--- src/rtl/vergister_dump.sv ---
// vergister_dump: debug read-out sequencer for the core register file.
// On a start pulse it asks the core to freeze (stall_req), waits for
// stall_ack, then reads registers 0..SIZE-1 through rd_index/rd_data and
// streams each {index, value} pair on a valid/ready output port.
//
// Optional build macro VERGISTER_DUMP_CHECKSUM_EN appends one extra beat
// carrying the XOR of all dumped values (out_csum=1, out_last=1).
//
// Stream handshake: a beat transfers on a rising clk edge where
// out_valid && out_ready. Once out_valid is raised, out_index, out_data,
// out_last and out_csum stay stable until that transfer; out_ready while
// out_valid=0 has no effect.
module vergister_dump #(
   parameter int SIZE   = 32,
   parameter int WORD_W = 32,
   localparam int IDX_W = (SIZE > 1) ? $clog2(SIZE) : 1
) (
   input  logic              clk,
   input  logic              reset,
   input  logic              start,
   output logic              stall_req,
   input  logic              stall_ack,
   output logic [IDX_W-1:0]  rd_index,
   input  logic [WORD_W-1:0] rd_data,
   output logic              out_valid,
   input  logic              out_ready,
   output logic [IDX_W-1:0]  out_index,
   output logic [WORD_W-1:0] out_data,
   output logic              out_last,
   output logic              out_csum,
   output logic              busy,
   output logic              done
);

   localparam logic [IDX_W-1:0] LAST_IDX = IDX_W'(SIZE - 1);

   typedef enum logic [2:0] {
      S_IDLE      = 3'd0,
      S_HALT_WAIT = 3'd1,
      S_READ      = 3'd2,
      S_SEND      = 3'd3,
      S_CSUM_SEND = 3'd4,
      S_FINISH    = 3'd5
   } state_t;

   state_t           state;
   state_t           state_nx;
   logic [IDX_W-1:0] idx;
   logic             hs;

`ifdef VERGISTER_DUMP_CHECKSUM_EN
   logic [WORD_W-1:0] csum;
   logic              out_csum_q;
   assign out_csum = out_csum_q;
`else
   assign out_csum = 1'b0;
`endif

   assign hs        = out_valid && out_ready;
   // Everything outside IDLE is "dump in progress"; the core stays frozen
   // through FINISH so stall_req and busy drop together on return to IDLE.
   assign busy      = (state != S_IDLE);
   assign stall_req = (state != S_IDLE);
   assign done      = (state == S_FINISH);
   // idx is cleared on the way back to IDLE, so the read port parks at 0.
   assign rd_index  = idx;

   // State register.
   always_ff @(posedge clk) begin
      if (reset) state <= S_IDLE;
      else       state <= state_nx;
   end

   // Next-state selection.
   always_comb begin
      state_nx = state;
      case (state)
         S_IDLE:      if (start)     state_nx = S_HALT_WAIT;
         S_HALT_WAIT: if (stall_ack) state_nx = S_READ;
         S_READ:      if (stall_ack) state_nx = S_SEND;
         S_SEND: begin
            if (hs) begin
               if (idx != LAST_IDX) state_nx = S_READ;
`ifdef VERGISTER_DUMP_CHECKSUM_EN
               else                 state_nx = S_CSUM_SEND;
`else
               else                 state_nx = S_FINISH;
`endif
            end
         end
         S_CSUM_SEND: if (hs) state_nx = S_FINISH;
         S_FINISH:    state_nx = S_IDLE;
         default:     state_nx = S_IDLE;
      endcase
   end

   // Index walk, beat capture and checksum accumulation.
   always_ff @(posedge clk) begin
      if (reset) begin
         idx        <= '0;
         out_valid  <= 1'b0;
         out_index  <= '0;
         out_data   <= '0;
         out_last   <= 1'b0;
`ifdef VERGISTER_DUMP_CHECKSUM_EN
         csum       <= '0;
         out_csum_q <= 1'b0;
`endif
      end else begin
         case (state)
            S_IDLE: begin
               idx <= '0;
`ifdef VERGISTER_DUMP_CHECKSUM_EN
               if (start) csum <= '0;
`endif
            end
            S_HALT_WAIT: begin
               if (stall_ack) idx <= '0;
            end
            S_READ: begin
               // Sample only while the core confirms it is frozen.
               if (stall_ack) begin
                  out_data  <= rd_data;
                  out_index <= idx;
                  out_valid <= 1'b1;
`ifdef VERGISTER_DUMP_CHECKSUM_EN
                  out_last  <= 1'b0;
                  csum      <= csum ^ rd_data;
`else
                  out_last  <= (idx == LAST_IDX);
`endif
               end
            end
            S_SEND: begin
               if (hs) begin
                  out_valid <= 1'b0;
                  out_last  <= 1'b0;
                  if (idx != LAST_IDX) idx <= idx + IDX_W'(1);
`ifdef VERGISTER_DUMP_CHECKSUM_EN
                  else begin
                     out_valid  <= 1'b1;
                     out_index  <= '0;
                     out_data   <= csum;
                     out_csum_q <= 1'b1;
                     out_last   <= 1'b1;
                  end
`endif
               end
            end
            S_CSUM_SEND: begin
               if (hs) begin
                  out_valid <= 1'b0;
                  out_last  <= 1'b0;
`ifdef VERGISTER_DUMP_CHECKSUM_EN
                  out_csum_q <= 1'b0;
`endif
               end
            end
            S_FINISH: begin
               idx <= '0;
            end
            default: begin
               idx <= '0;
            end
         endcase
      end
   end

endmodule
--- config.mk ---
export PLATFORM = sky130hd
export DESIGN_NAME = vergister_dump
export DESIGN_NICKNAME = d
export VERILOG_FILES = /design/src/rtl/vergister_dump.sv
export SDC_FILE = /design/constraint.sdc
export NUM_CORES = 1
export LEC_CHECK = 0
export CORE_MARGIN = 10
export CORE_UTILIZATION = 40
export DETAILED_ROUTE_END_ITERATION = 6
export PLACE_DENSITY = 0.78
export SETUP_SLACK_MARGIN = 0.3
export SKIP_LAST_GASP = 1
export SLEW_MARGIN = 5
export SYNTH_ARGS = -nofsm -noshare
export SYNTH_HDL_FRONTEND = slang
export SYNTH_SLANG_ARGS = --single-unit
--- constraint.sdc ---
create_clock -name clk -period 3.5 [get_ports clk]
set_input_delay 0.35 -clock clk [delete_from_list [all_inputs] [get_ports clk]]
set_output_delay 0.35 -clock clk [all_outputs]
set_load 0.005 [all_outputs]
Word-level counts from Yosys, hierarchy flattened:

Cells that the tools add are included.

* flip-flop bits (word level): 47
* word-level logic and storage cells: 48
* input port bits: 37
* output and inout bits: 48

* add/subtract/negate cells: 1
* equal/unequal tests: 14
* muxes and demuxes: 16
* bitwise gates (word level): 1
* reduce and logical (&&, ||, !) cells: 10

Operator list (count)
* $mux 3: 6
* $mux 5: 3
* $pmux 3 s5: 1
* $pmux 5 s3: 1
* $ne 2x2->1 const B: 6
* $eq 3x2->1 const B: 2
* $eq 3x3->1 const B: 2
* $add 5x1->5 const B: 1
* $eq 5x5->1 const B: 1
* $ne 5x5->1 const B: 1
* $reduce_and 5->1: 1
* $pmux 1 s2: 2
* $reduce_and 4->1: 1
* $reduce_or 2->1: 2
* $eq 3x1->1 const B: 1
* $logic_not 3->1: 1
* $mux 1: 3
* $reduce_and 3->1: 1
* $reduce_bool 3->1: 1
* $ne 2x1->1 const B: 1
* $reduce_and 2->1: 1
* $reduce_bool 2->1: 1
* $logic_and 1x1->1: 1
* $not 1->1: 1

Longest topological paths before layout:

* depth after elaboration: 4
* mapped depth: 7
* depth with buffers taken out: 7

Worst setup path after synthesis:

Ideal clock, no wire load.

* path type: reg-to-reg
* start: register idx[0] (netlist: rd_index[0])
* end: register idx[2] (netlist: rd_index[2])
* slack: 1792 ps
* required time: 3380 ps
* data arrival time: 1589 ps
* buffers on the path: 0
* setup time: 120 ps
* stages on the path, launching flop included: 8
* clock period less this slack: 1708 ps
* cell sequence: dfxtp_1 -> ha_1 -> and3_1 -> ha_1 -> nand3b_1 -> nand3_1 -> o21ai_2 -> a211o_1

* longest elaborated chain between the ends: 4
* elaborated cells between the ends (all ways): 7
* those cells by class: add/sub (1); eq/ne (2); mux (3); reduce/logical (1)

RTL lines
* from (decl): RTL line 48 `logic [IDX_W-1:0] idx;`
* from (signal assigned): RTL line 138 `if (idx != LAST_IDX) idx <= idx + IDX_W'(1);`
* $add 5x1->5: RTL line 138
* $mux 5: RTL line 138
* $mux 5: RTL line 135 `if (hs) begin`
* $pmux 5 s3: RTL line 110 `case (state)`

Parallel ways exist; a longest one is shown, timed or not. The select of a mux whose other input is x is not followed.
A chain may end at the register's enable or synchronous reset.

Worst setup path after layout:

* start: register state[0]
* end: output done

* longest elaborated chain between the ends: 1

RTL lines
* from (decl): RTL line 46 `state_t state;`
* from (signal assigned): RTL line 71 `else state <= state_nx;`
* $eq 3x3->1: RTL line 64 `assign done = (state == S_FINISH);`
* to (decl): RTL line 32 `output logic done`

Every way passes these cells.

==> metrics.cfg <==
[floorplanning]
start_util = 0.4094
coreArea_sq_um = 4661
die_h_microns = 89.07
rows = 25
pin_count = 85
die_w_microns = 89.07
die_area_sq_um = 7933

[timing]
max_freq_mhz = 479.1
setup_violations = 0
hold_violations = 0
relSlewSlack = 0.5479
slew_viol_final = 0
period_share = 0.5964
rsz0062_at_grt = no
holdWs_ns = 0.4570
fin_crit_ns = 2.087
fin_skew_ns = 0.004173
fin_setup_tns_ns = 0
setup_ws_ns = 1.413
worst_pin_slew_ns = 0.6762

[drt]
drtAntennaViolNets = 0
via_per_inst = 4.888
drt_iter0_drc = 45
vias = 1750
wire_per_inst_microns = 14.06
dr.pass1.iters = 4
drc_errors = 0
drt-total-wl_microns = 5035

[critical_path]
start_kind = flip-flop
crit_required_ns = 3.15
path_cells = nor2b_1, and2_1, clkdlybuf4s50_1
worstPathMaxFanout = 11
worst_setup_path_end_kind = output port
rrSetupSlack_ns = 1.60
slowest_delay_ns = 0.53
crit_arrival_ns = 1.74
cp_slowest_cell = dfxtp_1
critical_path_class = reg2out

[synthesis]
synth_cells = 229
synth_fp_nets = 268
synth_top_family_by_area = simple AND/OR/NAND/NOR gates
synth.distinct_cells = 38
muxShareOfSynthArea = 0.005902
synth_xor_area_frac = 0
async_reset_ff_frac = 0
synth-compound-area-share = 0.1698
ys_ff_latch = 47
synth-simple-area-share = 0.2498
synth_fa_ha_area_frac = 0.01311
yosysWarningCount = 0
dominantRegCellSynth = dfxtp_1
avgSynthCellArea_sq_um = 8.332
syn_area_sq_um = 1908
synth_edf_count = 0
synth-seq-area-share = 0.4931

[clock_network]
cts_tree = yes
path_clk_slew_ns = 0.08
cts_buffers = 5
post_cts_resized = 0
cts_max_level = 2
cts_root_buf = clkbuf_8
post_cts_buffers = 0
hold_buffers = 0
clock_path_buffers = 2
clkLatencyLatePin_ns = 0.29
cts.sinks = 47

[placed_design]
place_ws_ns = 1.293
gp_congestion = 0.7343
hpwlAfterDp_microns = 3664
portBuffers = 83

[final_layout]
drive_gt1_frac = 0.07237
fin_util = 0.5995
fin_nets = 342
area_growth_pct = 46.43
antenna-diode-count = 0

[global_route]
grt_use_total = 0.1187
grt-ovfl-total = 0
first_global_vias = 1645
grt_pass1_wl_microns = 7562
grt_antenna_before_repair = 0
grt_max_degree = 47

[power]
p_per_area_nw_per_um2 = 369.2
total_power_w = 0.001031
p_leak_nw = 0.9679
peakVddDrop_uv = 177.9

[min_path]
hold_path_class = reg2reg

[flow_run]
cap_violations = 0

[outcome]
status = complete, no violations

==> report_power, final <==
group          internal (W)  switching (W)
Combinational     0.0000730      0.0000479
Sequential         0.000546      0.0000119
Clock              0.000180       0.000173
Total              0.000799       0.000233
==> kinds of logic (layout without fill, tap and decap cells) <==
group                      after synthesis  after routing
AOI/OAI and AO/OA                       53             53
adders and majority gates                2              2
buffers and inverters                   18             93
DFF                                     47             47
muxes                                    1              1
other                                    1              1
and+or+nand+nor                        107            107
==> layout make-up <==
cell class / count / area (sq um)
fillers: 453 / 1867
clock inverters: 1 / 7.507
flip-flops and latches: 47 / 940.9
repair buffers: 85 / 840.8
well taps: 54 / 67.56
multi-input cells: 164 / 840.8
clock buffers: 7 / 96.34
==> sequential cells by signal, indices dropped and copies added, names as in the netlist <==
signal     cells
rd_index       5
out_data      32
out_valid      1
out_index      5
state          3
out_last       1
==> cells in the mapped netlist, types with 3 or more instances <==
| cell | instances | share of area |
|---|---|---|
| nand2_1 | 77 | 0.15 |
| dfxtp_1 | 47 | 0.49 |
| a21oi_1 | 36 | 0.094 |
| nor2_1 | 7 | 0.014 |
| a21oi_2 | 5 | 0.023 |
| buf_2 | 5 | 0.013 |
| clkbuf_1 | 5 | 0.0098 |
| nand3_1 | 5 | 0.013 |
| buf_6 | 4 | 0.024 |
| buf_4 | 3 | 0.012 |
| nor3b_1 | 3 | 0.012 |
==> cell usage in the layout (no fill, tap or decap), types with 2 or more instances in the layout <==
cell type | synthesis | final
clkdlybuf4s50_1 | 0 | 82
nand2_1 | 77 | 77
dfxtp_1 | 47 | 47
a21oi_1 | 36 | 36
nor2_1 | 7 | 7
clkbuf_8 | 0 | 7
nand3_1 | 5 | 5
a21oi_2 | 5 | 5
nor3b_1 | 3 | 3
nor2b_1 | 2 | 2
nand4_1 | 2 | 2
nand2b_1 | 2 | 2
a22o_1 | 2 | 2
ha_1 | 2 | 2
buf_4 | 3 | 2
==> per-stage QoR <==
stage	cell area [sq um]	instances
CTS	2794	358
global route	2794	358
global placement	2690	350
floorplan	1908	229
detailed placement	2690	350
finish	2794	358
==> worst max-delay path, delay by kind of cell, from the launching register on <==
| kind | cells | cell delay [ns] |
|---|---|---|
| buffers and inverters | 1 | 0.49 |
| flip-flops | 1 | 0.53 |
| AND/OR/NAND/NOR | 2 | 0.43 |
==> final timing paths <==
kind,startpoint,to,depth (start not counted)
hold reg to reg,out_data[30],out_data[30],2
setup / recovery,state[0],done,3
setup reg to reg,state[1],out_data[13],4
hold / removal,out_data[30],out_data[30],2
==> routing by layer <==
metal	track usage	part of all wire	vias to the layer above
li1	-	-	907
met1	0.1428	0.44	777
met2	0.1815	0.43	62
met3	0.06016	0.13	4
met4	0.03468	0.0052	0
met5	0	0	-
No activity file was read; power rests on OpenSTA's default activity.
